### src/rtl/prbs_ctrl_pkg.sv
// Shared types and arithmetic helpers for the PRBS23 BER-test sequencer.
package prbs_ctrl_pkg;

  typedef enum logic [2:0] {
    IDLE = 3'd0,
    CLR  = 3'd1,
    HUNT = 3'd2,
    MEAS = 3'd3,
    DONE = 3'd4
  } state_t;

  localparam int unsigned POP_MAX_W = 64;
  localparam int unsigned POP_CNT_W = 7;
  localparam int unsigned SAT_MAX_W = 64;

  // Count set bits among the low w bits of v (callers zero-extend narrower words).
  function automatic logic [POP_CNT_W-1:0] popcount(input logic [POP_MAX_W-1:0] v,
                                                    input int unsigned w);
    logic [POP_CNT_W-1:0] c;
    c = '0;
    for (int unsigned i = 0; i < POP_MAX_W; i++) begin
      if (i < w && v[i]) c = c + POP_CNT_W'(1);
    end
    return c;
  endfunction

  // a + b clamped to the all-ones value of a w-bit counter.
  function automatic logic [SAT_MAX_W-1:0] sat_add(input logic [SAT_MAX_W-1:0] a,
                                                   input logic [SAT_MAX_W-1:0] b,
                                                   input int unsigned w);
    logic [SAT_MAX_W:0] sum;
    logic [SAT_MAX_W:0] lim;
    sum = {1'b0, a} + {1'b0, b};
    lim = (SAT_MAX_W + 1)'(1) << w;
    lim = lim - (SAT_MAX_W + 1)'(1);
    return (sum > lim) ? lim[SAT_MAX_W-1:0] : sum[SAT_MAX_W-1:0];
  endfunction

endpackage

### src/rtl/bit_err_popcnt.sv
// Registered count of mismatched bits (zeros) in one checker word.
module bit_err_popcnt
  import prbs_ctrl_pkg::*;
#(
  parameter int unsigned pDAT_W = 8
) (
  input  logic                 iclk,
  input  logic                 irst_n,
  input  logic                 iclkena,
  input  logic                 ival,
  input  logic [pDAT_W-1:0]    idat,
  output logic                 oval,
  output logic [POP_CNT_W-1:0] opop
);

  always_ff @(posedge iclk or negedge irst_n) begin
    if (!irst_n) begin
      oval <= 1'b0;
      opop <= '0;
    end else if (iclkena) begin
      oval <= ival;
      opop <= ival ? popcount(POP_MAX_W'(~idat), pDAT_W) : '0;
    end
  end

endmodule

### src/rtl/prbs23_ber_ctrl.sv
// BER-test sequencer around the PRBS23 checker: clear, hunt sync, measure,
// re-hunt on loss of sync, and hold results for software.
module prbs23_ber_ctrl
  import prbs_ctrl_pkg::*;
#(
  parameter int unsigned pDAT_W    = 8,
  parameter int unsigned pSYNC_CNT = 64,
  parameter int unsigned pLOS_CNT  = 16,
  parameter int unsigned pWIN_W    = 32,
  parameter int unsigned pCNT_W    = 48
) (
  input  logic              iclk,
  input  logic              irst_n,
  input  logic              iclkena,
  input  logic              istart,
  input  logic              istop,
  input  logic [pWIN_W-1:0] iwin_len,
  input  logic              ival,
  input  logic [pDAT_W-1:0] idat,
  output logic              ochk_clr,
  output logic              ochk_byp,
  output logic              olock,
  output logic              obusy,
  output logic              odone,
  output logic [pCNT_W-1:0] obit_cnt,
  output logic [pCNT_W-1:0] oerr_cnt,
  output logic [15:0]       olos_cnt,
  output logic [2:0]        ostate
);

  localparam int unsigned SYNC_W  = $clog2(pSYNC_CNT + 1);
  localparam int unsigned LOS_W   = $clog2(pLOS_CNT + 1);
  localparam int unsigned LOSEV_W = 16;

  state_t                state_q, state_d;
  logic [SYNC_W-1:0]     good_q;
  logic [LOS_W-1:0]      bad_q;
  logic [pWIN_W-1:0]     word_q;
  logic                  word_good, meas_word, sync_hit, los_hit, win_hit;
  logic                  acc_vld;
  logic [POP_CNT_W-1:0]  acc_pop;
  logic                  chk_clr_d, byp_d, lock_d, busy_d, done_d;

  assign word_good = &idat;
  assign meas_word = ival && (state_q == MEAS);
  assign sync_hit  = (state_q == HUNT) && ival && word_good &&
                     (good_q == SYNC_W'(pSYNC_CNT - 1));
  assign los_hit   = meas_word && !word_good && (bad_q == LOS_W'(pLOS_CNT - 1));
  assign win_hit   = meas_word && (iwin_len != '0) &&
                     ((word_q + pWIN_W'(1)) == iwin_len);
  assign ostate    = state_q;

  // Error bits arrive one cycle after the word; accumulation follows that pipe.
  bit_err_popcnt #(.pDAT_W(pDAT_W)) u_popcnt (
    .iclk    (iclk),
    .irst_n  (irst_n),
    .iclkena (iclkena),
    .ival    (meas_word),
    .idat    (idat),
    .oval    (acc_vld),
    .opop    (acc_pop)
  );

  always_comb begin
    state_d   = state_q;
    chk_clr_d = 1'b0;
    byp_d     = 1'b0;
    lock_d    = 1'b0;
    busy_d    = 1'b0;
    done_d    = 1'b0;
    unique case (state_q)
      IDLE: if (istart) state_d = CLR;
      CLR:  state_d = istop ? DONE : HUNT;
      HUNT: begin
        if (istop)         state_d = DONE;
        else if (sync_hit) state_d = MEAS;
      end
      MEAS: begin
        if (istop)        state_d = DONE;
        else if (win_hit) state_d = DONE;
        else if (los_hit) state_d = HUNT;
      end
      DONE: if (istart) state_d = CLR;
      default: state_d = IDLE;
    endcase
    chk_clr_d = (state_d == CLR);
    byp_d     = (state_d == IDLE);
    lock_d    = (state_d == MEAS);
    busy_d    = (state_d == CLR) || (state_d == HUNT) || (state_d == MEAS);
    done_d    = (state_d == DONE) && (state_q != DONE);
  end

  always_ff @(posedge iclk or negedge irst_n) begin
    if (!irst_n) begin
      state_q  <= IDLE;
      ochk_clr <= 1'b0;
      ochk_byp <= 1'b1;
      olock    <= 1'b0;
      obusy    <= 1'b0;
      odone    <= 1'b0;
    end else if (iclkena) begin
      state_q  <= state_d;
      ochk_clr <= chk_clr_d;
      ochk_byp <= byp_d;
      olock    <= lock_d;
      obusy    <= busy_d;
      odone    <= done_d;
    end
  end

  // Run counters, window position and the software-visible result counters.
  always_ff @(posedge iclk or negedge irst_n) begin
    if (!irst_n) begin
      good_q   <= '0;
      bad_q    <= '0;
      word_q   <= '0;
      obit_cnt <= '0;
      oerr_cnt <= '0;
      olos_cnt <= '0;
    end else if (iclkena) begin
      if (state_q == HUNT && ival)
        good_q <= (word_good && !sync_hit) ? good_q + SYNC_W'(1) : '0;
      else if (state_q != HUNT)
        good_q <= '0;

      if (meas_word)
        bad_q <= (!word_good && !los_hit) ? bad_q + LOS_W'(1) : '0;
      else if (state_q != MEAS)
        bad_q <= '0;

      if (state_q == CLR) begin
        word_q   <= '0;
        obit_cnt <= '0;
        oerr_cnt <= '0;
        olos_cnt <= '0;
      end else begin
        if (meas_word) word_q <= word_q + pWIN_W'(1);
        if (acc_vld) begin
          obit_cnt <= pCNT_W'(sat_add(SAT_MAX_W'(obit_cnt), SAT_MAX_W'(pDAT_W), pCNT_W));
          oerr_cnt <= pCNT_W'(sat_add(SAT_MAX_W'(oerr_cnt), SAT_MAX_W'(acc_pop), pCNT_W));
        end
        if (state_q == MEAS && state_d == HUNT)
          olos_cnt <= LOSEV_W'(sat_add(SAT_MAX_W'(olos_cnt), SAT_MAX_W'(1), LOSEV_W));
      end
    end
  end

endmodule

### config.mk
export PLATFORM = sky130hd
export DESIGN_NAME = prbs23_ber_ctrl
export DESIGN_NICKNAME = d
export VERILOG_FILES = /design/src/rtl/prbs_ctrl_pkg.sv /design/src/rtl/bit_err_popcnt.sv /design/src/rtl/prbs23_ber_ctrl.sv
export SDC_FILE = /design/constraint.sdc
export NUM_CORES = 1
export LEC_CHECK = 0
export BUFFER_PORTS_ARGS = -buffer_cell sky130_fd_sc_hd__buf_4
export CORE_UTILIZATION = 33
export CTS_BUF_LIST = sky130_fd_sc_hd__clkbuf_8
export CTS_CLUSTER_DIAMETER = 80
export DETAILED_ROUTE_END_ITERATION = 8
export PLACE_DENSITY = 0.61
export SETUP_SLACK_MARGIN = 0.3
export SYNTH_ARGS = -nofsm -noshare
export SYNTH_HDL_FRONTEND = slang
export SYNTH_SLANG_ARGS = --single-unit
### constraint.sdc
create_clock -name iclk -period 3.6 [get_ports iclk]
set_clock_uncertainty 0.2 [all_clocks]
set_input_delay 0 -clock iclk [delete_from_list [all_inputs] [get_ports iclk]]
set_output_delay 0 -clock iclk [all_outputs]
set_load 0.03 [all_outputs]
==> metrics.csv, run 1 <==
stage,metric,value,unit
critical_path,CP arrival,3.46,ns
die,initial core utilization,33.9,%
detailed_routing,Avg Vias per Cell,5.67,
job,Max Cap Viol,0,
min_path,worst hold path type,input pin to flop,
synthesis,fraction of the yosys area taken by sequential cells,36.0,%
grt,largest net degree at the start of global routing,87,
power_and_ir_drop,Internal,0.00298,W
synthesis,async set-reset flop share out of synthesis,100,%
grt,initial antenna violation count,0,
grt,GRT Total Usage,20.2,%
timing,fin crit period,3.27,ns
critical_path,startpoint types,flop,
synthesis,predominant post-synthesis flop cell,dfrtp_1,
power_and_ir_drop,Reg power frac,46.1,%
timing,Final setup violation count,0,
grt,vias in the first global route,11146,
timing,Hold Fails Final Rpt,0,
cells_and_area,share of cells above drive strength 1,23.3,%
die,die area,36600,µm²
synthesis,Synth Cell Area,11800,µm²
critical_path,CP max stage delay,0.43,ns
outcome,status,finished clean,
die,IO Count,166,
grt,first-pass GRT wire length,59400,µm
grt,GR Overflow Total,0,
power_and_ir_drop,worst vdd ir,0.245,mV
detailed_routing,WL final,38200,µm
timing,final worst-path cycle share,90.7,%
cts,Root Buffer,clkbuf_8,
timing,Pins Over Slew Limit,0,
timing,setup TNS,0,ns
power_and_ir_drop,Power Density,284,nW/µm²
cts,Skew-Pair Late Insertion Delay,0.52,ns
cells_and_area,# fillers,3488,
detailed_routing,Routed Antenna Nets,0,
critical_path,CP max-delay cell,dfrtp_1,
detailed_routing,DR iter-0 viols,829,
timing,Worst-Margin Slew,0.843,ns
power_and_ir_drop,NetSw,0.00135,W
cells_and_area,Final #Nets,1784,
cells_and_area,n_diodes,0,
synthesis,Netlist cell types,77,
power_and_ir_drop,Clk pwr share,35.9,%
timing,fmax,0.306,GHz
die,die width,191,µm
cts,clock slew at reported path FFs,0.10,ns
timing,slew margin rel.,43.8,%
synthesis,Mapped Avg Cell Area,7.89,µm²
critical_path,WP data required,3.80,ns
power_and_ir_drop,Combinational Power Share,18.1,%
power_and_ir_drop,switching fraction of total power,31.2,%
cts,CTS tree,built,
critical_path,flop2flop setup slack,0.33,ns
timing,unrepaired setup endpoints after global routing,yes,
die,die height,191,µm
critical_path,crit-path cells,ha_2 > nand2_1 > nor4_4 > buf_4 > nand4_1 > xor2_1 > o22ai_1 > nor4_2 > nand3_2 > and3_4 > a221oi_1,
critical_path,crit-path max FO,6,
cts,clock sink count,170,
synthesis,Synthesis Warnings,0,
critical_path,Crit. End Element,flop,
detailed_routing,total number of vias,12365,
synthesis,Synth Instances,1498,
synthesis,Synth Register Bits,170,
critical_path,Crit Path Class,flop to flop,
cts,H-tree Lvls,4,
detailed_routing,first-pass iteration count of the detailed router,5,
placed_design,Inst Count DP,2090,
power_and_ir_drop,Static Leak,6.70,nW
die,standard-cell rows,68,
cells_and_area,area grow syn2layout,28.7,%
placed_design,GP Congestion,0.923,
die,Std-Cell Core Area,34900,µm²
synthesis,syn nets,1568,
detailed_routing,residual DRC count,0,
detailed_routing,WL per Instance,17.5,µm
cts,CTS max path bufs,2,
placed_design,placed cell area,14000,µm²
placed_design,port bufs,165,
cts,cts bufs inserted,17,
placed_design,Post-DP HPWL,26200,µm
cells_and_area,final instance area,15200,µm²
cells_and_area,Finished Layout Cells,2182,
synthesis,number of flops mapped to enable cells by yosys,0,
power_and_ir_drop,Overall Power,0.00432,W
-- area by class of cell --
| class | count | area, µm² | share of cell area, % |
|---|---|---|---|
| Timing Repair Buffer | 293 | 2380 | 15.6 |
| Inverter | 74 | 278 | 1.83 |
| Multi-Input combinational cell | 1158 | 7280 | 47.8 |
| Clock inverter | 14 | 174 | 1.14 |
| Tap cell | 455 | 569 | 3.74 |
| Clock buffer | 18 | 248 | 1.63 |
| Sequential cell | 170 | 4290 | 28.2 |
-- path summary, 6_finish.rpt --
kind                            cells after the start            to          from
worst max-delay path                               11   olos_cnt[5]     word_q[1]
worst min-delay path                                6         odone  iwin_len[28]
worst max register to register                     11   olos_cnt[5]     word_q[1]
worst min register to register                      2      bad_q[4]      bad_q[4]
max in group asynchronous                           4         obusy        irst_n
min in group asynchronous                           3  oerr_cnt[19]        irst_n
-- cells by family after synthesis --
| logic type | count (synthesis) | synth area share [%] |
|---|---|---|
| flops | 170 | 36.0 |
| fa+ha+maj | 25 | 2.69 |
| mux | 6 | 0.540 |
| compound gates | 480 | 24.2 |
| xor+xnor | 74 | 5.60 |
| buf+inv | 170 | 5.65 |
| simple gates | 573 | 25.4 |
-- metrics by stage --
| stage | setup WS, ns | util, % | hold slack (ns) |
|---|---|---|---|
| floorplan | 0.279 | - | -0.496 |
| global placement | 0.0604 | 40.1 | -0.0656 |
| detailed placement | -0.0634 | 40.1 | -0.0650 |
| CTS | 0.308 | 42.0 | 0.0496 |
| global route | 0.218 | 43.6 | 0.0502 |
| finish | 0.333 | 43.6 | 0.0504 |
-- layout by cell type, fill, tap and decap left out, drive strengths merged, types with 4 or more instances in the layout --
cell / synthesis / routed
nand2: 155 / 155
or4: 5 / 5
or3: 8 / 8
o31ai: 19 / 19
nor3b: 6 / 6
nand2b: 9 / 9
nor2b: 11 / 11
and4: 18 / 18
a21o: 11 / 11
a21oi: 78 / 78
nand4: 40 / 40
xor2: 32 / 32
buf: 19 / 274
dfrtp: 169 / 169
nor4: 33 / 33
a311oi: 4 / 4
a211o: 4 / 4
and2: 17 / 17
dlygate4sd3: 0 / 15
a211oi: 7 / 7
clkbuf: 77 / 21
xnor2: 41 / 41
and3: 46 / 46
o22ai: 12 / 12
a41oi: 6 / 6
o31a: 6 / 6
inv: 74 / 82
o41ai: 6 / 6
o21ai: 227 / 227
ha: 23 / 23
a22o: 12 / 12
nor3: 40 / 40
o21a: 7 / 7
nor2: 90 / 90
nand3: 81 / 81
o211ai: 5 / 5
a31oi: 52 / 52
-- state kept, by name, indices dropped and copies added, names as in the netlist --
signal         cells
olos_cnt          16
odone              1
word_q            32
obusy              1
ochk_byp           1
oerr_cnt          48
obit_cnt          46
good_q             7
ostate             3
ochk_clr           1
u_popcnt.opop      7
olock              1
bad_q              5
u_popcnt.oval      1
-- worst max-delay path, delay by kind of cell (launching register included) --
kind / cells / cell delay [ns]
compound gates: 2 / 0.42
fa+ha+maj: 1 / 0.21
flops: 1 / 0.43
simple gates: 6 / 1.50
xor+xnor: 1 / 0.20
buf+inv: 1 / 0.20
-- power groups by stage --
stage	Clock (W)	Sequential [W]	Combinational (W)
2_1_floorplan	0	0.00206	0.000400
3_3_place_gp	0	0.00203	0.000720
3_5_place_dp	0	0.00203	0.000739
4_1_cts	0.00158	0.00199	0.000760
5_1_grt	0.00167	0.00200	0.000860
6_report	0.00155	0.00199	0.000781
-- Yosys cell counts, types with 39 or more instances --
| library cell | number | share of area (%) |
|---|---|---|
| nor3_1 | 40 | 1.7 |
| o21ai_0 | 209 | 8.8 |
| nand3_1 | 78 | 3.3 |
| nor2_1 | 90 | 2.9 |
| nand2_1 | 155 | 4.9 |
| inv_1 | 74 | 2.3 |
| nand4_1 | 39 | 2.1 |
| clkbuf_1 | 76 | 2.4 |
| and3_1 | 46 | 2.4 |
| a31oi_1 | 52 | 2.8 |
| xnor2_1 | 41 | 3.0 |
| dfrtp_1 | 169 | 36 |
| a21oi_1 | 78 | 3.3 |
-- routing by layer --
| layer | wire (µm) | GRT usage (%) |
|---|---|---|
| met1 | 16600 | 27.3 |
| met2 | 18200 | 32.7 |
| met3 | 2520 | 3.23 |
| met4 | 827 | 6.90 |
| met5 | 0 | 0 |
-- timing repair --
action	4_1_cts	5_1_grt
buffers inserted	5	36
pin swaps	4	31
resized for setup	10	49
setup endpoints to repair	53	97
cloned	0	4
hold endpoints to repair	164	0
hold buffers	15	0
(Power assumes the default switching activity.)
==> run 2: changes to the inputs <==
--- a/config.mk
+++ b/config.mk
@@ -5,12 +5,16 @@
 export SDC_FILE = /design/constraint.sdc
 export NUM_CORES = 1
 export LEC_CHECK = 0
+export ABC_AREA = 1
 export BUFFER_PORTS_ARGS = -buffer_cell sky130_fd_sc_hd__buf_4
+export CELL_PAD_IN_SITES_DETAIL_PLACEMENT = 1
+export CELL_PAD_IN_SITES_GLOBAL_PLACEMENT = 1
 export CORE_UTILIZATION = 33
 export CTS_BUF_LIST = sky130_fd_sc_hd__clkbuf_8
 export CTS_CLUSTER_DIAMETER = 80
 export DETAILED_ROUTE_END_ITERATION = 8
-export PLACE_DENSITY = 0.61
+export HOLD_SLACK_MARGIN = 0.12
+export PLACE_DENSITY = 0.77
 export SETUP_SLACK_MARGIN = 0.3
 export SYNTH_ARGS = -nofsm -noshare
 export SYNTH_HDL_FRONTEND = slang
==> run 2 against run 1 <==
  * Fmax up 5.0%
  * Global-route usage up 3.7 points
  * Hold slack better by 0.050 ns
  * Via count grew 14%
  * Non-clock buffer count is 75 lower
  * Die area increased by 11%
  * Sequential share of layout area decreased by 1.1 points
  * Clock power fell by 5%
  * Critical path type unchanged
==> metrics.csv, run 2 <==
stage,metric,value,unit
detailed_routing,WL per Instance,17.5,µm
cts,H-tree Lvls,4,
detailed_routing,first-pass iteration count of the detailed router,5,
cts,CTS tree,built,
detailed_routing,residual DRC count,0,
placed_design,placed cell area,14900,µm²
detailed_routing,Routed Antenna Nets,0,
cts,Root Buffer,clkbuf_8,
critical_path,WP data required,3.80,ns
synthesis,share of the synthesized area in the top cell type,32.3,%
cts,Skew-Pair Late Insertion Delay,0.50,ns
timing,unrepaired setup endpoints after global routing,yes,
synthesis,fraction of the yosys area taken by sequential cells,32.5,%
cells_and_area,Final #Nets,2268,
synthesis,Synthesis Warnings,0,
die,IO Count,166,
placed_design,port bufs,165,
timing,fmax,0.321,GHz
cts,CTS max path bufs,2,
synthesis,most numerous cell in the Yosys netlist,nand2_1,
grt,initial antenna violation count,0,
placed_design,Place WS,0.0797,ns
power_and_ir_drop,worst vdd ir,0.228,mV
min_path,worst hold path type,input pin to flop,
timing,Final setup violation count,0,
power_and_ir_drop,Power Density,364,nW/µm²
grt,first-pass GRT wire length,78000,µm
cts,clock slew at reported path FFs,0.11,ns
die,die width,201,µm
timing,Worst-Margin Slew,0.756,ns
synthesis,Netlist cell types,53,
die,standard-cell rows,72,
critical_path,crit-path max FO,11,
cells_and_area,n_diodes,0,
synthesis,number of flops mapped to enable cells by yosys,0,
critical_path,Crit. End Element,flop,
grt,vias in the first global route,14615,
job,Max Cap Viol,0,
synthesis,"top cells by count, synth","643 x nand2_1, 244 x inv_1, 222 x nor2_1, 169 x dfrtp_1, 165 x nand3_1",
cells_and_area,# fillers,5150,
timing,fin crit period,3.11,ns
cells_and_area,"commonest non-fill, non-tap cell in the layout",nand2_1,
synthesis,syn nets,2076,
cells_and_area,number of flip-flops under the largest register name,48,
grt,GR Overflow Total,0,
cells_and_area,Finished Layout Cells,2727,
cts,clock sink count,170,
grt,largest net degree at the start of global routing,85,
power_and_ir_drop,Static Leak,7.69,nW
cells_and_area,"commonest non-fill, non-tap cells in the layout","642 x nand2_1, 243 x inv_1, 205 x nor2_1",
cells_and_area,share of cells above drive strength 1,15.9,%
synthesis,Synth Instances,2006,
synthesis,post-synthesis simple-gate area fraction,41.6,%
outcome,status,finished clean,
cells_and_area,"Most flops, register",oerr_cnt,
detailed_routing,Avg Vias per Cell,5.16,
placed_design,Inst Count DP,2666,
synthesis,async set-reset flop share out of synthesis,100,%
detailed_routing,total number of vias,14068,
detailed_routing,DR iter-0 viols,554,
timing,slew margin rel.,49.6,%
cts,cts bufs inserted,17,
synthesis,predominant post-synthesis flop cell,dfrtp_1,
synthesis,largest area contributor in the netlist,dfrtp_1,
synthesis,Mapped Avg Cell Area,6.52,µm²
critical_path,CP arrival,3.32,ns
die,die height,201,µm
detailed_routing,WL final,47800,µm
grt,GRT Total Usage,23.9,%
synthesis,Synth Register Bits,170,
die,Std-Cell Core Area,38900,µm²
synthesis,Synth area leaders,"dfrtp_1 32%, nand2_1 18%, inv_1 7.0%, nor2_1 6.4%, nand3_1 6.3%",
critical_path,Crit Path Class,flop to flop,
cells_and_area,area grow syn2layout,20.7,%
placed_design,GP Congestion,0.914,
timing,fin worst setup slack,0.487,ns
placed_design,Post-DP HPWL,36800,µm
timing,Pins Over Slew Limit,0,
cells_and_area,final instance area,15800,µm²
timing,setup TNS,0,ns
timing,Hold Fails Final Rpt,0,
synthesis,mux contribution to synthesized area,0,%
critical_path,startpoint types,flop,
synthesis,compound-cell area share of the yosys netlist,8.43,%
synthesis,largest family of logic cells by synthesized area,simple AND/OR/NAND/NOR gates,
cells_and_area,biggest regs,"oerr_cnt: 48 flops, obit_cnt: 46 flops, word_q: 32 flops",
die,die area,40500,µm²
synthesis,Post-Synth Adder-Cell Area,2.35,%
synthesis,Synth Cell Area,13100,µm²
synthesis,Post-Synth XOR/XNOR Area,6.09,%
timing,final worst-path cycle share,86.5,%
die,initial core utilization,33.6,%
## run 2: logic make-up (layout without fill, tap and decap cells)
group	count (synthesis)	count (layout)
AND/OR/NAND/NOR	1228	1228
XOR/XNOR	87	87
flip-flops	170	170
buffers and inverters	297	500
AO/OA/AOI/OAI	200	200
adder cells (fa/ha/maj)	24	24
## run 2: path summary, 6_finish.rpt
path,from,endpoint,slack (ns),depth (start not counted)
hold / removal,iwin_len[24],odone,0.10,10
min in group asynchronous,irst_n,oerr_cnt[17],0.45,3
hold reg to reg,obusy,obusy,0.30,2
setup reg to reg,word_q[1],olos_cnt[13],0.49,19
setup / recovery,word_q[1],olos_cnt[13],0.49,19
max in group asynchronous,irst_n,word_q[7],1.85,4
## run 2: critical path, stage by stage (launching register included)
cell      delay, ns
dfrtp_1        0.43
buf_4          0.14
nand3_1        0.24
nor2_1         0.28
nand2_1        0.11
nand3_1        0.10
nand2_1        0.10
nor2_1         0.19
nand2_1        0.08
nor2_1         0.09
nand2_1        0.05
nor2_1         0.11
nand2_2        0.10
o21bai_1       0.19
nand2_1        0.09
nand2_2        0.09
nor2_4         0.07
buf_4          0.21
nand3_1        0.08
nand2_1        0.06
## run 2: per-stage QoR
step	total power, W	hold WS (ns)	utilization [%]
finish	0.00575	0.101	40.6
global route	0.00607	0.136	40.6
CTS	0.00576	0.126	40.0
detailed placement	0.00425	-0.0744	38.4
global placement	0.00418	-0.0811	38.4
floorplan	0.00348	-0.496	-
## run 2: what timing repair did
item                                    CTS  global route
hold buffers                             21             0
pin swaps                                 1             5
gates cloned                              0             0
endpoints found under the setup margin   19           114
gates resized for setup                   4            52
setup buffers                             1             9
hold endpoints to repair                215             0
## run 2: cell type report
cell class / instances / area [µm²] / area share, %
multi-input cells: 1539 / 7800 / 49.4
flip-flops and latches: 170 / 4270 / 27.0
repair buffers: 218 / 1740 / 11.0
inverters: 252 / 946 / 5.99
well taps: 518 / 648 / 4.10
clock buffers: 18 / 248 / 1.57
clock inverters: 12 / 144 / 0.911
## run 2: power breakdown
part           switching [W]  internal, W  leakage (nW)  total, W
Combinational        0.00122     0.000652          5.18   0.00187
Sequential          0.000290      0.00212          2.31   0.00241
Clock               0.000833     0.000639         0.193   0.00147
## run 2: layer usage
| metal | wire length, µm | global-route usage [%] | vias up | part of all wire, % |
|---|---|---|---|---|
| li1 | - | - | 6819 | - |
| met5 | 0 | 0 | - | 0 |
| met3 | 1850 | 3.29 | 46 | 3.9 |
| met4 | 802 | 6.03 | 0 | 1.7 |
| met2 | 23100 | 40.3 | 282 | 48 |
| met1 | 22100 | 32.1 | 6921 | 46 |
==> run 3: changes to the inputs <==
--- a/config.mk
+++ b/config.mk
@@ -6,15 +6,15 @@
 export NUM_CORES = 1
 export LEC_CHECK = 0
 export ABC_AREA = 1
-export BUFFER_PORTS_ARGS = -buffer_cell sky130_fd_sc_hd__buf_4
 export CELL_PAD_IN_SITES_DETAIL_PLACEMENT = 1
 export CELL_PAD_IN_SITES_GLOBAL_PLACEMENT = 1
 export CORE_UTILIZATION = 33
 export CTS_BUF_LIST = sky130_fd_sc_hd__clkbuf_8
 export CTS_CLUSTER_DIAMETER = 80
 export DETAILED_ROUTE_END_ITERATION = 8
+export DONT_BUFFER_PORTS = 1
 export HOLD_SLACK_MARGIN = 0.12
-export PLACE_DENSITY = 0.77
+export PLACE_DENSITY = 0.71
 export SETUP_SLACK_MARGIN = 0.3
 export SYNTH_ARGS = -nofsm -noshare
 export SYNTH_HDL_FRONTEND = slang
==> run 3 against run 2 <==
  * The run now ends with hold timing left
  * Total power fell by 3.0%
  * Sequential power up 7%
  * Highest routed layer unchanged
  * Critical path depth did not move
  * Sequential share of layout area increased by 1.0 points
  * Count of clock-buffer cells in the layout is 2 higher
  * Utilization fell by 1.5 points
  * Wire length up 1.7%
  * Design area shrank 3.6%
  * Clock power increased by 3%
  * Via count is 1.6% lower
  * Worst setup slack lost 0.024 ns
==> metrics.csv, run 3 (synthesized netlist as in run 2, its figures left out) <==
stage,metric,value,unit
power_and_ir_drop,Combinational Power Share,26.4,%
cells_and_area,Final #Nets,2176,
placed_design,GP Congestion,0.915,
power_and_ir_drop,Clk pwr share,27.2,%
cts,CTS tree,built,
cts,clock slew at reported path FFs,0.10,ns
critical_path,crit-path max FO,16,
critical_path,worst reg2reg path endpoint,olos_cnt[11],
outcome,status,"finished, violations left",
critical_path,CP arrival,3.35,ns
job,Max Cap Viol,0,
cts,cts bufs inserted,17,
cells_and_area,number of flip-flops under the largest register name,48,
timing,fmax,0.319,GHz
timing,fin worst setup slack,0.463,ns
critical_path,WP buf/inv,3,
timing,fin crit period,3.14,ns
min_path,worst hold path type,input pin to async pin,
grt,GRT Total Usage,24.3,%
timing,Worst-Margin Slew,0.651,ns
placed_design,port bufs,0,
timing,Pins Over Slew Limit,0,
timing,hold_ws,-1.02,ns
grt,largest net degree at the start of global routing,171,
critical_path,reg2reg start,word_q[1],
detailed_routing,DR iter-0 viols,616,
cts,H-tree Lvls,4,
grt,vias in the first global route,14627,
detailed_routing,first-pass iteration count of the detailed router,5,
placed_design,Inst Count DP,2551,
grt,first-pass GRT wire length,78900,µm
timing,Final setup violation count,0,
cells_and_area,"commonest non-fill, non-tap cell in the layout",nand2_1,
die,die height,201,µm
critical_path,Crit Path Class,flop to flop,
die,die area,40500,µm²
critical_path,WP data required,3.81,ns
cells_and_area,"Core Util, Final",39.1,%
timing,setup TNS,0,ns
cells_and_area,share of cells above drive strength 1,11.9,%
power_and_ir_drop,Power Density,367,nW/µm²
power_and_ir_drop,NetSw,0.00223,W
power_and_ir_drop,Static Leak,7.19,nW
critical_path,CP max stage delay,0.42,ns
critical_path,crit-path cells,buf_4 > nand2_2 > nor2_8 > nand2_4 > inv_1 > nand2_1 > nand2_1 > nand2_1 > nand2_1 > nand2_1 > nor2_1 > nand2_1 > nor2_1 > nand4_1 > nand4_1 > nor2_8 > buf_8 > nand3_1 > nand2_1,
cells_and_area,area grow syn2layout,16.4,%
critical_path,"delay-heaviest family, CP",simple AND/OR/NAND/NOR gates,
timing,Hold Fails Final Rpt,170,
power_and_ir_drop,switching fraction of total power,40.0,%
cells_and_area,"commonest non-fill, non-tap cells in the layout","640 x nand2_1, 246 x inv_1, 205 x nor2_1",
die,IO Count,166,
grt,initial antenna violation count,2,
detailed_routing,residual DRC count,0,
critical_path,flop2flop setup slack,0.46,ns
power_and_ir_drop,Internal,0.00335,W
cts,clock sink count,170,
detailed_routing,WL final,48600,µm
cts,Skew-Pair Late Insertion Delay,0.52,ns
detailed_routing,total number of vias,13839,
power_and_ir_drop,worst vdd ir,0.246,mV
die,Std-Cell Core Area,38900,µm²
placed_design,Place WS,0.124,ns
critical_path,CP max-delay cell,dfrtp_1,
power_and_ir_drop,Reg power frac,46.4,%
outcome,failing checks,hold timing,
cells_and_area,Finished Layout Cells,2638,
timing,final worst-path cycle share,87.1,%
timing,unrepaired setup endpoints after global routing,yes,
critical_path,Worst path most repeated cell,nand2_1,
placed_design,Post-DP HPWL,36500,µm
timing,slew margin rel.,56.6,%
cells_and_area,biggest regs,"oerr_cnt: 48 flops, obit_cnt: 46 flops, word_q: 32 flops",
cells_and_area,"Most flops, register",oerr_cnt,
critical_path,startpoint types,flop,
die,standard-cell rows,72,
detailed_routing,Routed Antenna Nets,0,
critical_path,Worst Reg2Reg Path Length in Cells,19,
die,initial core utilization,33.6,%
detailed_routing,WL per Instance,18.4,µm
cts,"Hold-fix buffers, CTS",42,
critical_path,Crit. End Element,flop,
die,die width,201,µm
grt,GR Overflow Total,0,
cts,Root Buffer,clkbuf_8,
detailed_routing,Avg Vias per Cell,5.25,
cts,CTS max path bufs,2,
## run 3: cell count changes in the layout (fill, tap and decap cells not counted), moves of 3 or more
cell / previous run / this run
buf_4: 192 / 79
clkinv_4: 4 / 0
dfrtp_1: 157 / 152
dfrtp_2: 12 / 17
dlygate4sd3_1: 21 / 42
inv_1: 243 / 246
nand3_1: 163 / 160
nand3_2: 24 / 27
nor3_1: 56 / 51
nor3_2: 5 / 10
## run 3: final cells by class
type	count	area [µm²]
clock inverters	11	130
clock buffers	20	275
repair buffers	126	1090
inverters	252	946
flip-flops and latches	170	4280
fillers	5105	23700
diodes	2	5.00
multi-input cells	1539	7860
well taps	518	648
## run 3: power by group through the flow
stage / Sequential [W] / Clock [W] / Combinational (W)
final: 0.00259 / 0.00152 / 0.00147
after global routing: 0.00263 / 0.00162 / 0.00163
after CTS: 0.00259 / 0.00158 / 0.00143
after detailed placement: 0.00263 / 0 / 0.00138
after global placement: 0.00262 / 0 / 0.00133
after floorplan: 0.00271 / 0 / 0.000771
## run 3: worst max path at each step
| stage | from | end | slack [ns] | cells after the start |
|---|---|---|---|---|
| after floorplan | idat[0] | u_popcnt.opop[1] | 0.54 | 18 |
| after global placement | word_q[1] | olos_cnt[11] | 0.29 | 20 |
| after detailed placement | word_q[1] | olos_cnt[11] | 0.12 | 20 |
| after CTS | word_q[1] | olos_cnt[3] | 0.31 | 20 |
| after global routing | word_q[0] | olos_cnt[9] | 0.27 | 20 |
| final | word_q[1] | olos_cnt[11] | 0.46 | 19 |
## run 3: per-stage QoR
| step | instance area (µm²) | power (W) |
|---|---|---|
| 2_1_floorplan | 13100 | 0.00348 |
| 3_3_place_gp | 14100 | 0.00395 |
| 3_5_place_dp | 14100 | 0.00401 |
| 4_1_cts | 14900 | 0.00560 |
| 5_1_grt | 15200 | 0.00588 |
| 6_report | 15200 | 0.00558 |
## run 3: repair_timing
item                                    4_1_cts  5_1_grt
resized for setup                             1       70
endpoints found under the setup margin       33       84
hold endpoints to repair                    326      170
pin swaps                                     2        3
setup buffers                                 3        9
## run 3: routing by layer
layer | routed length, µm | track usage, % | share of wire, % | vias up
li1 | - | - | - | 6633
met1 | 21700 | 31.4 | 45 | 6804
met2 | 23300 | 40.8 | 48 | 324
met3 | 2430 | 4.21 | 5.0 | 78
met4 | 1180 | 8.53 | 2.4 | 0
met5 | 0 | 0 | 0 | -
